**config.mk**
```make
export PLATFORM = sky130hd
export DESIGN_NAME = pc_fetch_unit
export DESIGN_NICKNAME = d
export VERILOG_FILES = /design/src/rtl/mips_pkg.sv /design/src/rtl/pc_next_mux.sv /design/src/rtl/pc_fetch_unit.sv
export SDC_FILE = /design/constraint.sdc
export NUM_CORES = 1
export LEC_CHECK = 0
export BUFFER_PORTS_ARGS = -buffer_cell sky130_fd_sc_hd__buf_2
export CORE_MARGIN = 2
export CORE_UTILIZATION = 40
export CTS_CLUSTER_DIAMETER = 200
export DETAILED_ROUTE_END_ITERATION = 6
export PLACE_DENSITY = 0.69
export SLEW_MARGIN = 20
export SYNTH_ARGS = -nofsm -noshare
export SYNTH_HDL_FRONTEND = slang
export SYNTH_SLANG_ARGS = --single-unit
```
**constraint.sdc**
```tcl
create_clock -name clk -period 4.2 [get_ports clk]
set_input_delay 0.21 -clock clk [delete_from_list [all_inputs] [get_ports clk]]
set_output_delay 0.21 -clock clk [all_outputs]
set_load 0.05 [all_outputs]
```
**src/rtl/mips_pkg.sv**
```systemverilog
// Shared types for the PC/fetch slice: fetch sequencer states and next-PC select codes.
package mips_pkg;

   localparam int INSTR_BYTES = 4;

   typedef enum logic [1:0] {
      S_BOOT  = 2'd0,
      S_FETCH = 2'd1,
      S_EXEC  = 2'd2,
      S_HALT  = 2'd3
   } fetch_state_t;

   typedef enum logic [1:0] {
      NPC_SEQ = 2'd0,
      NPC_BR  = 2'd1,
      NPC_JMP = 2'd2
   } npc_sel_t;

endpackage

```
**src/rtl/pc_next_mux.sv**
```systemverilog
// Combinational next-PC selection: jump beats branch, branch beats fall-through.
module pc_next_mux
   import mips_pkg::*;
#(
   parameter int ADDR_W = 32
) (
   input  logic [ADDR_W-1:0] pc,
   input  logic [31:0]       imm_ext,
   input  logic [25:0]       jump_index,
   input  logic              pc_src,
   input  logic              jump,
   output logic [ADDR_W-1:0] pc_plus4,
   output logic [ADDR_W-1:0] next_pc,
   output npc_sel_t          npc_sel
);

   localparam logic [ADDR_W-1:0] STEP = ADDR_W'(INSTR_BYTES);

   logic [ADDR_W-1:0] br_off;
   logic [ADDR_W-1:0] br_target;
   logic [ADDR_W-1:0] jmp_target;

   // Offsets are in words; everything wraps modulo 2^ADDR_W.
   assign pc_plus4   = pc + STEP;
   assign br_off     = ADDR_W'($signed(imm_ext)) << 2;
   assign br_target  = pc_plus4 + br_off;
   assign jmp_target = {pc_plus4[ADDR_W-1:28], jump_index, 2'b00};

   always_comb begin
      next_pc = pc_plus4;
      npc_sel = NPC_SEQ;
      if (jump) begin
         next_pc = jmp_target;
         npc_sel = NPC_JMP;
      end else if (pc_src) begin
         next_pc = br_target;
         npc_sel = NPC_BR;
      end
   end

endmodule

```
**src/rtl/pc_fetch_unit.sv**
```systemverilog
// PC holder and fetch sequencer: boot, fetch over req/ready, present one execute phase, commit.
module pc_fetch_unit
   import mips_pkg::*;
#(
   parameter int                ADDR_W   = 32,
   parameter logic [ADDR_W-1:0] RESET_PC = '0
) (
   input  logic              clk,
   input  logic              reset,
   input  logic              imem_ready,
   input  logic [31:0]       imem_rdata,
   input  logic              pc_src,
   input  logic              jump,
   input  logic [31:0]       imm_ext,
   input  logic [25:0]       jump_index,
   input  logic              stall,
   output logic              imem_req,
   output logic [ADDR_W-1:0] imem_addr,
   output logic [ADDR_W-1:0] pc,
   output logic [ADDR_W-1:0] pc_plus4,
   output logic [31:0]       instr,
   output logic              instr_valid,
   output logic              misaligned
);

   fetch_state_t      state;
   fetch_state_t      state_next;
   logic [ADDR_W-1:0] next_pc;
   npc_sel_t          npc_sel;
   logic              pc_load;
   logic              instr_load;
   logic              set_mis;
   logic              npc_bad;

   pc_next_mux #(
      .ADDR_W(ADDR_W)
   ) u_next (
      .pc        (pc),
      .imm_ext   (imm_ext),
      .jump_index(jump_index),
      .pc_src    (pc_src),
      .jump      (jump),
      .pc_plus4  (pc_plus4),
      .next_pc   (next_pc),
      .npc_sel   (npc_sel)
   );

   // Jump targets end in 2'b00 by construction, so only the other paths can misalign.
   assign npc_bad = (npc_sel != NPC_JMP) && (next_pc[1:0] != 2'b00);

   always_ff @(posedge clk) begin
      if (reset) begin
         state      <= S_BOOT;
         pc         <= RESET_PC;
         instr      <= '0;
         misaligned <= 1'b0;
      end else begin
         state <= state_next;
         if (pc_load)    pc         <= next_pc;
         if (instr_load) instr      <= imem_rdata;
         if (set_mis)    misaligned <= 1'b1;
      end
   end

   always_comb begin
      state_next = state;
      pc_load    = 1'b0;
      instr_load = 1'b0;
      set_mis    = 1'b0;
      case (state)
         S_BOOT:  state_next = S_FETCH;
         S_FETCH: begin
            if (imem_ready) begin
               instr_load = 1'b1;
               state_next = S_EXEC;
            end
         end
         S_EXEC: begin
            if (!stall) begin
               if (npc_bad) begin
                  set_mis    = 1'b1;
                  state_next = S_HALT;
               end else begin
                  pc_load    = 1'b1;
                  state_next = S_FETCH;
               end
            end
         end
         S_HALT:  state_next = S_HALT;
         default: state_next = S_BOOT;
      endcase
   end

   assign imem_req    = (state == S_FETCH);
   assign imem_addr   = pc;
   assign instr_valid = (state == S_EXEC);

endmodule
```
# After elaboration in Yosys (flattened, before gate mapping)
# Cells that the tools add are included.
# totals
in_bits,96
regBits,67
output_inout_bits,131
word_cells,32
# op_classes
n_eq_ne,6
n_addsub,2
n_reduce_logical,4
n_mux,16
# op_table
operator,count
$mux 32,2
$add 32x3->32 const B,1
$add 32x32->32,1
$mux 1,9
$mux 2,4
$pmux 2 s4,1
$ne 2x2->1 const B,3
$eq 2x2->1 const B,2
$eq 2x1->1 const B,1
$logic_not 2->1,1
$reduce_and 2->1,1
$reduce_bool 2->1,1
$logic_and 1x1->1,1

# Longest topological paths before layout
# logic_depth
word_depth,9
mapped_depth,15
ltp_nobuf,14

# Hierarchy
# From an unflattened synthesis, not the netlist that was laid out.
# unflattened
cells_unflattened,721
hier_area_um2,5694.2
# modules_own_cells
module,seq_area_each_um2,instances,area_each_um2,cells_per_inst
pc_fetch_unit,1341.3,1,2921.6,327
pc_next_mux,0.0,1,2772.7,394

# Worst setup path after synthesis
# Ideal clock, no wire load.
# synth_timing
path_type,register to register
start,"register pc[2], in the netlist imem_addr[2]"
end,"register pc[31], in the netlist imem_addr[31]"
setup_time_ps,123
synth_period_minus_slack_ps,4676
arrival_time_ps,4552
path_stages_with_launch,16
path_slack_ps,-476
path_buffers,1
t_required_ps,4077
path_cell_list,dfxtp_1 ha_1 nand2_1 nor3_2 nand4_1 xnor2_1 ha_1 clkbuf_1 a21o_1 a21oi_1 nor2_1 o211ai_1 o221ai_1 mux2i_1 mux2i_1 mux2_1
# synth_between
elab_chain_cells,4
# synth_rtl
element,line,text
"start, declared",pc_fetch_unit.sv:19,"output logic [ADDR_W-1:0] pc,"
"start signal, assigned",pc_fetch_unit.sv:59,if (pc_load) pc <= next_pc;
$add 32x3->32,pc_next_mux.sv:24,assign pc_plus4 = pc + STEP;
net pc_plus4[24],pc_fetch_unit.sv:20,"output logic [ADDR_W-1:0] pc_plus4,"
$add 32x32->32,pc_next_mux.sv:26,assign br_target = pc_plus4 + br_off;
$mux 32,pc_next_mux.sv:35,end else if (pc_src) begin
$mux 32,pc_next_mux.sv:32,if (jump) begin
# The timed path passes the listed nets, and every way through them passes these cells.
# A chain may end at the register's enable or synchronous reset.

# Worst setup path in the final report
# layout_timing
start,"register pc[7], in the netlist imem_addr[7]"
end,"register pc[31], in the netlist imem_addr[31]"
# layout_between
elab_chain_cells,4
# layout_rtl
element,line
$add 32x3->32 (*),pc_next_mux.sv:24
$add 32x32->32,pc_next_mux.sv:26
$mux 32,pc_next_mux.sv:35
$mux 32 (*),pc_next_mux.sv:32
# Every way passes the cells marked *; elsewhere a longest branch is shown, timed or not.

==> impl_metrics.csv <==
group,metric,value,unit
detailed_routing,vias,5848,
sta,max_slew_margin,39.3,%
layout,final_cell_area,7030,sq um
worst_setup_path,ff2ff_path_depth,13,
synthesis,ys_seq_elements,67,
synthesis,synth_top_area_share,25.2,%
clock_tree,clkSlewWorstSetupHoldPaths,60,ps
synthesis,synthTopCellsByArea,"dfxtp_1, ha_1, nand2_1, a21oi_1, buf_4",
clock_tree,cts_num_sinks,67,
place,hpwlAfterDp,13.7,mm
worst_setup_path,worstSetupPathType,"flop to flop",
worst_setup_path,critical_path.n_buffers_inverters,0,
worst_hold_path,hold_path_depth,3,
global_route,grt_pass1_wl,28.1,mm
worst_hold_path,hold_end,"instr[26]",
power,power.density,287,nW/um^2
detailed_routing,dr.pass1.iters,6,
place,dpl_cell_area,6680,sq um
layout,layout.nets,1030,
worst_setup_path,worst_ep_arrival_time,4160,ps
global_route,grt_pass1_vias,5588,
worst_hold_path,hold_class,"primary input to flop",
global_route,antenna_found_initial,3,
worst_setup_path,cp-end-kind,"flop",
detailed_routing,drc,0,
synthesis,synth_edf_count,0,
worst_setup_path,rrSetupSlack,260,ps
worst_hold_path,hp-start,"imem_rdata[26]",
sta,fmax,254,MHz
synthesis,synth-seq-area-share,25.2,%
die,rows,42,
clock_tree,htree_levels,3,
clock_tree,post-cts-setup-buffers,0,
sta,setup_viol,0,
place,dp.cells,1059,
synthesis,netlist_area,5320,sq um
worst_setup_path,r2r_end,"imem_addr[31]",
worst_setup_path,path_depth,13,
detailed_routing,drtAntennaViolNets,0,
global_route,grt_overflow_total,0,
clock_tree,insertion_delay,330,ps
power,leakage,3.43,nW
job,maxCapViolCount,0,
worst_setup_path,critPathTopFamily,"simple AND/OR/NAND/NOR gates",
die,core,13100,sq um
detailed_routing,drt_iter0_markers,287,
sta,hold_violations,0,
layout,fill_cells,1297,
synthesis,synth.largest_area_cell,"dfxtp_1",
detailed_routing,drt-total-wl,17.9,mm
sta,rsz0062_at_grt,"false",
die,die_area,14200,sq um
synthesis,syn_nets,837,
worst_setup_path,path_cells,"and4_1 -> nand2_2 -> or3_4 -> nor2_1 -> xor2_4 -> ha_1 -> nand4_1 -> or3_1 -> o21a_2 -> o221ai_1 -> mux2i_1 -> mux2i_1 -> mux2_1",
layout,drive_above_1_share,35.5,%
worst_setup_path,setup.worst_path.start_class,"flop",
detailed_routing,avgViaCountPerCell,5.42,
worst_setup_path,required,4420,ps
clock_tree,cts_hold_buf,0,
synthesis,synth_ff_type,"dfxtp_1",
die,die_w,119,um
worst_setup_path,critPathMaxStageDelay,470,ps
worst_setup_path,path_max_fanout,8,
clock_tree,clock_path_buffers,2,
global_route,grtUsageTotal,24.6,%
place,place_congestion,0.906,
place,io_buffers,224,
worst_setup_path,r2r_start,"imem_addr[7]",
power,p_total,2.02,mW
synthesis,syn_inst,704,
sta,slew_violations,0,
synthesis,synth_most_common_cell,"nand2_1",
run_status,outcome,"finished clean",
sta,final.setup.tns,0,ps
sta,skew,5.30,ps
detailed_routing,routedWlPerCell,16.6,um
synthesis,syn_area_per_cell,7.56,sq um
worst_setup_path,crit_top_cell,"mux2i_1",
clock_tree,tritoncts,"built",
sta,period_minus_slack,3940,ps
synthesis,async_reset_ff_share,0,%
synthesis,yosys_warnings,0,
layout,final_cells,1079,
worst_setup_path,cpMaxStageDelayCell,"dfxtp_1",
synthesis,yosys-top-cells-count,"nand2_1, a21oi_1, dfxtp_1",
sta,worst_pin_slew,907,ps
clock_tree,cts-resized-gates,0,
die,ioPinCount,227,
clock_tree,numCtsBuffers,9,
power,ir_drop,0.236,mV
global_route,grt_max_degree,44,
die,start_util,40.5,%
synthesis,synth.distinct_cells,71,
clock_tree,clockRootBuffer,"clkbuf_16",
layout,syn2layout_area_growth,32.1,%
die,die_h,119,um
sta,fin_crit_sh,93.7,%
logic make-up after synthesis:
kind of cell	Yosys count	share of synthesized area, %
xor+xnor	46	7.71
compound gates	199	24.8
buf+inv	78	7.92
fa+ha+maj	37	8.84
simple gates	269	23.9
flops	67	25.2
mux	8	1.55
area by class of cell:
class	count	area (sq um)	area share (%)
well taps	176	220	3.13
clock inverters	7	106	1.51
repair buffers	247	1290	18.4
flip-flops and latches	67	1360	19.3
diodes	1	2.50	0.0356
clock buffers	9	225	3.20
multi-input cells	559	3780	53.8
inverters	13	48.8	0.694
power breakdown:
| group | switching (mW) | internal [mW] | total (mW) | leakage (nW) |
|---|---|---|---|---|
| Clock | 0.327 | 0.532 | 0.859 | 0.163 |
| Combinational | 0.327 | 0.154 | 0.481 | 2.72 |
| Sequential | 0.0214 | 0.659 | 0.680 | 0.549 |
layer usage:
layer / vias to the layer above / wire, um / track usage [%]
li1: 2883 / - / -
met1: 2716 / 7910 / 31.0
met2: 227 / 8490 / 42.1
met3: 18 / 1250 / 5.99
met4: 4 / 235 / 6.10
met5: - / 17 / 0
state kept, by name, summed over array words and instances, names as in the netlist:
signal,cells
imem_addr,32
instr,32
state,2
misaligned,1
metrics by stage:
stage	setup WS (ps)	hold slack (ps)	util [%]
after floorplan	14.3	310	-
after global placement	358	438	50.8
after detailed placement	298	444	50.8
after CTS	285	99.2	53.3
after global routing	6.13	112	53.5
final	263	110	53.5
worst register-to-register path, delay by kind of cell, from the launching register on:
family | cells | cell delay, ps
simple gates | 6 | 1610
mux | 3 | 790
compound gates | 2 | 500
flops | 1 | 470
fa+ha+maj | 1 | 330
xor+xnor | 1 | 130
cell usage in the layout, fill, tap and decap left out, types with 11 or more instances in the layout:
master    count
xnor2_2      11
a21oi_1      74
nand4_1      14
xnor2_1      13
nor2_1       54
dfxtp_2      11
nand3_1      15
ha_1         36
buf_2       224
inv_1        13
o21ai_0      20
o211ai_1     17
nand2_1     119
nor3_1       11
a21o_1       13
dfxtp_1      56
a211oi_1     14
buf_4        23
worst max-delay path by stage:
stage	start	to
6_report	imem_addr[7]	imem_addr[31]
2_1_floorplan	imem_addr[20]	imem_addr[31]
4_1_cts	imem_addr[7]	imem_addr[31]
3_3_place_gp	imem_addr[7]	imem_addr[31]
5_1_grt	imem_addr[7]	imem_addr[31]
3_5_place_dp	imem_addr[7]	imem_addr[31]
Power figures use the tool's default switching activity.
